### config.mk
export PLATFORM = sky130hd
export DESIGN_NAME = uart_alu_if
export DESIGN_NICKNAME = d
export VERILOG_FILES = /design/src/rtl/uart_alu_if.sv
export SDC_FILE = /design/constraint.sdc
export NUM_CORES = 1
export LEC_CHECK = 0
export BUFFER_PORTS_ARGS = -buffer_cell sky130_fd_sc_hd__buf_2
export CORE_MARGIN = 1.5
export CORE_UTILIZATION = 25
export CTS_CLUSTER_DIAMETER = 100
export DETAILED_ROUTE_END_ITERATION = 8
export PLACE_DENSITY = 0.46
export SKIP_CTS_REPAIR_TIMING = 1
export SLEW_MARGIN = 40
export SYNTH_ARGS = -nofsm -noshare
export SYNTH_HDL_FRONTEND = slang
export SYNTH_SLANG_ARGS = --single-unit
export TNS_END_PERCENT = 30
### constraint.sdc
create_clock -name clk -period 4.27 [get_ports clk]
set_clock_uncertainty 0.05 [all_clocks]
set_input_delay 0.427 -clock clk [delete_from_list [all_inputs] [get_ports clk]]
set_output_delay 0.427 -clock clk [all_outputs]
set_load 0.01 [all_outputs]
### src/rtl/uart_alu_if.sv
// uart_alu_if: assembles 3-byte RX frames (A, B, opcode) for the ALU and pushes its result to TX.
// A partial frame that stalls for TMO_CYC idle clocks is discarded with a frame_err pulse.
module uart_alu_if #(
    parameter int NB_DATA  = 8,
    parameter int NB_CODE  = 6,
    parameter int NB_STATE = 2,
    parameter int TMO_CYC  = 1000000,
    parameter int NB_TMO   = 20
) (
    input  logic               clk,
    input  logic               reset,
    input  logic               rx_empty,
    input  logic [NB_DATA-1:0] rx_data,
    output logic               rd_uart,
    input  logic               tx_full,
    output logic               wr_uart,
    output logic [NB_DATA-1:0] tx_data,
    output logic [NB_DATA-1:0] data_a,
    output logic [NB_DATA-1:0] data_b,
    output logic [NB_CODE-1:0] op_code,
    input  logic [NB_DATA-1:0] alu_result,
    output logic               frame_err
);
    typedef enum logic [NB_STATE-1:0] {GET_A = 2'b00, GET_B = 2'b01, GET_OP = 2'b10, SEND = 2'b11} state_t;

    localparam logic [NB_TMO-1:0] TMO_LAST = NB_TMO'(TMO_CYC - 1);

    state_t            state, state_next;
    logic [NB_TMO-1:0] tmo_cnt;
    logic              in_frame, tmo_hit;

    assign rd_uart  = ~reset & ~rx_empty & (state != SEND);
    assign in_frame = (state == GET_B) || (state == GET_OP);
    // a byte arriving on the terminal-count cycle is popped instead of discarding the frame
    assign tmo_hit  = in_frame && rx_empty && (tmo_cnt == TMO_LAST);

    always_comb begin
        state_next = state;
        case (state)
            GET_A:   state_next = rd_uart ? GET_B : GET_A;
            GET_B:   state_next = rd_uart ? GET_OP : tmo_hit ? GET_A : GET_B;
            GET_OP:  state_next = rd_uart ? SEND : tmo_hit ? GET_A : GET_OP;
            default: state_next = tx_full ? SEND : GET_A;
        endcase
    end

    always_ff @(posedge clk or posedge reset)
        if (reset) state <= GET_A;
        else       state <= state_next;

    always_ff @(posedge clk or posedge reset) begin
        if (reset) begin
            data_a    <= '0;
            data_b    <= '0;
            op_code   <= '0;
            tx_data   <= '0;
            wr_uart   <= 1'b0;
            frame_err <= 1'b0;
            tmo_cnt   <= '0;
        end else begin
            wr_uart   <= (state == SEND) && !tx_full;
            frame_err <= tmo_hit;
            tmo_cnt   <= (in_frame && rx_empty && !tmo_hit) ? tmo_cnt + 1'b1 : '0;
            if (rd_uart && state == GET_A) data_a <= rx_data;
            if (rd_uart && state == GET_B) data_b <= rx_data;
            if (rd_uart && state == GET_OP) op_code <= rx_data[NB_CODE-1:0];
            if (state == SEND && !tx_full) tx_data <= alu_result;
        end
    end
endmodule

After elaboration in Yosys (flattened, before gate mapping)

Index checks and enable logic that the tools add are counted.

Add/sub/neg operators: 1
Eq/ne operators: 5
Mux-type cells: 8
Bitwise gates (word level): 4
Reduce and logical (&&, ||, !) cells: 11

Operators with widths:

| cell                                                             | count |
|---|---|
| 20-bit by 1-bit adder with 20-bit output (second input constant) | 1 |
| 20-bit == test (second input constant)                           | 1 |
| 20-bit two-way mux                                               | 1 |
| 2-bit two-way mux                                                | 4 |
| 1-bit logical AND                                                | 7 |
| 2-bit case mux with 3 select lines                               | 1 |
| 2-bit == test (second input constant)                            | 2 |
| 1-bit bitwise AND                                                | 2 |
| 2-bit by 1-bit == test with 1-bit output (second input constant) | 1 |
| 1-bit logical NOT                                                | 2 |
| 2-bit logical NOT                                                | 1 |
| 1-bit two-way mux                                                | 2 |
| 2-bit inequality test (second input constant)                    | 1 |
| 1-bit inverter                                                   | 2 |
| 1-bit logical OR                                                 | 1 |

Register bits: 54
Bits of input ports: 20
Output and inout bits: 33
Word-level logic and storage cells: 37

Longest topological paths before layout

Word-level depth: 7
Depth in mapped cells: 6
Mapped depth without buffers: 5

Least setup slack after synthesis

OpenSTA, ideal clock, no wires.

Path type: reg2reg
Start point: register tmo_cnt[0]
End point: register tmo_cnt[18]
Library setup time: 0.073 ns
Arrival: 1.937 ns
Required time: 4.147 ns
Setup slack: 2.210 ns
Cell stages (with the launch flop): 7
Buffers on the path: 1
Clock period less this slack: 2.060 ns
Cells stage by stage: dfrtp_1 ha_1 nand3_2 or4_1 buf_2 or4_4 a21oi_2

Longest elaborated chain between the ends: 5
Elaborated cells between the ends (all ways): 6
Classes of those cells: 1 x add/sub; 1 x eq/ne; 1 x mux; 3 x reduce/logical

Ends and longest elaborated chain:

| what                                                                             | line | RTL |
|---|---|---|
| start, declared                                                                  | 29   | `logic [NB_TMO-1:0] tmo_cnt;` |
| start signal, assigned                                                           | 63   | `tmo_cnt <= (in_frame && rx_empty && !tmo_hit) ? tmo_cnt + 1'b1 : '0;` |
| branches (longest 4 deep; another with 20-bit by 1-bit adder with 20-bit output) | n/a  |  |
| 20-bit two-way mux (*)                                                           | 63   |  |

Every way passes the cells marked *.
A chain may end at the register's enable or synchronous reset.

Worst setup path after layout

Start point: register tmo_cnt[0]
End point: register state[0]

Longest elaborated chain between the ends: 5

Ends and longest elaborated chain:

| what                               | line | RTL |
|---|---|---|
| 20-bit == test                     | 35   | `assign tmo_hit = in_frame && rx_empty && (tmo_cnt == TMO_LAST);` |
| 1-bit logical AND                  | 35   |  |
| via tmo_hit                        | 30   | `logic in_frame, tmo_hit;` |
| 1-bit two-way mux                  | 41   | `GET_B: state_next = rd_uart ? GET_OP : tmo_hit ? GET_A : GET_B;` |
| 2-bit two-way mux                  | 41   |  |
| 2-bit case mux with 3 select lines | 39   | `case (state)` |
| via state_next[0]                  | 28   | `state_t state, state_next;` |
| end signal, assigned               | 49   | `else state <= state_next;` |
| end, declared                      | 28   |  |

The timed path passes the listed nets, and every way through them passes these cells.

==> out/qor.yml <==
run_status:
  status: "finished, final reports clean"
cells_and_area:
  antenna_cells: 0
  seqCellArea_sq_um: 1350
  fillers: 938
  layout.nets: 271
  fin_area_sq_um: 2850
  area_growth_syn_to_layout_pct: 21.5
  multi_input_area_sq_um: 943
  drive_above_1_share: 0.407
  fin_cells: 357
setup_path:
  slowest_delay_ps: 750
  regToRegEndpoint: "state[0]"
  r2r-start: "tmo_cnt[0]"
  r2r_cells: 5
  crit_path_start_kind: "flop"
  critPathRequiredTime_ps: 4380
  cp_slowest_cell: "or4_2"
  crit_path_cell_trace: "ha_1 > nand3_2 > or4_2 > nor3_1 > o22ai_1"
  end_kind: "flop"
  worstSetupPathType: "reg -> reg"
  r2r_setup_slack_ps: 1920
  arrival_ps: 2460
  cp_max_fo: 6
floorplanning:
  rows: 35
  core_sq_um: 9150
  ios: 53
  fp.dieW_microns: 99.8
  die_h_microns: 99.8
  die_area_sq_um: 9970
  initial_core_util: 0.256
synthesis:
  ys_seq_area_frac: 0.576
  netlist_area_sq_um: 2340
  synth.net_count: 218
  syn_inst: 193
  yosys_warnings: 0
  synth_area_per_cell_sq_um: 12.1
  ys_types: 32
  ys_seq_elements: 54
grt:
  grt_pass1_vias: 1556
  antenna_found_initial: 0
  grt-ovfl-total: 0
  grt_usage: 0.0964
  grt_pass1_wl_microns: 7660
  grt_max_degree: 34
cts:
  clock_tree.buffer_depth: 2
  clockRootBuffer: "clkbuf_8"
  clock_latency_ps: 300
  cts_sinks: 54
  numCtsBuffers: 5
  clkTransAtPathRegs_ps: 90
  tritoncts: "yes"
  h-tree-depth: 2
routing:
  wire_per_inst_microns: 13.0
  firstDrtPassIters: 4
  drt_iter0_markers: 64
  viasPerCell: 4.57
  vias: 1630
  ant_nets: 0
  wl_microns: 4640
  route.detailed.drc: 0
worst_hold_path:
  hold_path.class: "in -> async"
placed_design:
  pre_cts_ws_ps: 1970
  port-buffer-count: 52
  dp.cells: 350
  placed_cell_area_sq_um: 2740
  dpl.hpwl_microns: 3310
  gp_congestion: 0.714
timing:
  tns_ps: 0
  rsz0062_at_grt: "false"
  fin_crit_sh: 0.550
  maxSlewViolCount: 0
  slew_headroom: 0.630
  fin_ws_ps: 1920
  layout_min_cycle_time_ps: 2350
  fmax_mhz: 426
  tightestPinTransition_ps: 553
  finalHoldViolations: 0
  finalSetupViolCount: 0
pwr:
  vdd_drop_max_mv: 0.198
  power_density_nw_per_um2: 571
  p_leak_uw: 0.00122
  p_total_uw: 1630
flow_run:
  cap_viol_max_count: 0
-- power by group --
part	switching (uW)	total (uW)	internal, uW	leakage, uW
clock	162	350	188	0.0000573
sequential	76.0	747	671	0.000693
combinational	261	530	269	0.000473
-- per-stage QoR --
stage | utilization | hold WS (ps)
after floorplan | - | 405
after global placement | 0.298 | 416
after detailed placement | 0.299 | 429
after CTS | 0.311 | 102
after global routing | 0.311 | 121
final | 0.311 | 89.5
-- synthesized netlist by cell type (all sizes together) --
cell / n / area [sq um]
dfrtp: 54 / 1350
mux2: 30 / 338
nor2: 16 / 60.1
xnor2: 10 / 87.6
inv: 9 / 33.8
a21oi: 7 / 38.8
nand2: 7 / 26.3
nor3: 7 / 35.0
nand3: 6 / 40.0
or4: 6 / 50.1
ha: 5 / 62.6
clkbuf: 4 / 15.0
nand4: 4 / 25.0
o21ai: 4 / 20.0
o31ai: 4 / 30.0
or3: 4 / 25.0
and2: 3 / 18.8
buf: 3 / 15.0
or2: 2 / 12.5
nand3b: 1 / 7.51
nor2b: 1 / 6.26
nor4: 1 / 6.26
nor4b: 1 / 8.76
o21bai: 1 / 7.51
o22ai: 1 / 6.26
or3b: 1 / 8.76
xor2: 1 / 8.76
-- cells by family after synthesis --
kind of cell / after synthesis / synth area share
muxes: 30 / 0.144
xor gates and xnor gates: 11 / 0.0411
buffers and inverters: 16 / 0.0272
AOI/OAI and AO/OA: 17 / 0.0438
and+or+nand+nor: 60 / 0.141
DFF: 54 / 0.576
adders and majority gates: 5 / 0.0267
-- how the worst max path moves through the flow --
stage / end / from / slack (ps)
finish: state[0] / tmo_cnt[0] / 1920
floorplan: tmo_cnt[18] / tmo_cnt[0] / 2210
global placement: tmo_cnt[2] / tmo_cnt[0] / 1750
detailed placement: state[0] / tmo_cnt[0] / 1970
CTS: tmo_cnt[16] / tmo_cnt[0] / 1940
global route: tmo_cnt[8] / tmo_cnt[0] / 1810
-- worst max-delay path: cells and delay by family, from the launching register on --
kind	cells	cell delay (ps)
AND/OR/NAND/NOR	3	1380
flip-flops	1	400
adder cells (fa/ha/maj)	1	210
AO/OA/AOI/OAI	1	170
-- registers in the layout (all words and copies together), names as in the netlist --
name       flops
data_b         8
state          2
data_a         8
tmo_cnt       20
frame_err      1
tx_data        8
wr_uart        1
op_code        6
-- layout by cell type (no fill, tap or decap), types with 5 or more instances in the layout --
cell,synthesis,layout
dfrtp_1,54,54
buf_2,3,52
mux2_2,30,30
nor2_1,16,16
xnor2_1,10,10
inv_1,9,8
nor3_1,7,7
nand2_1,7,7
a21oi_1,6,6
clkbuf_8,0,6
ha_1,5,5
-- routing by layer --
metal | wire length (microns) | track usage | up-vias
li1 | - | - | 779
met1 | 2270 | 0.134 | 811
met2 | 2190 | 0.150 | 38
met3 | 167 | 0.0195 | 2
met4 | 11 | 0.0325 | 0
met5 | 0 | 0 | -
-- layout make-up --
type	instances	share of cell area
timing repair buffer	53	0.0940
tap	111	0.0488
inverter	9	0.0119
clock buffer	6	0.0290
sequential	54	0.475
multi-input combinational	123	0.331
clock inverter	1	0.0105
Power figures use the tool's default switching activity.
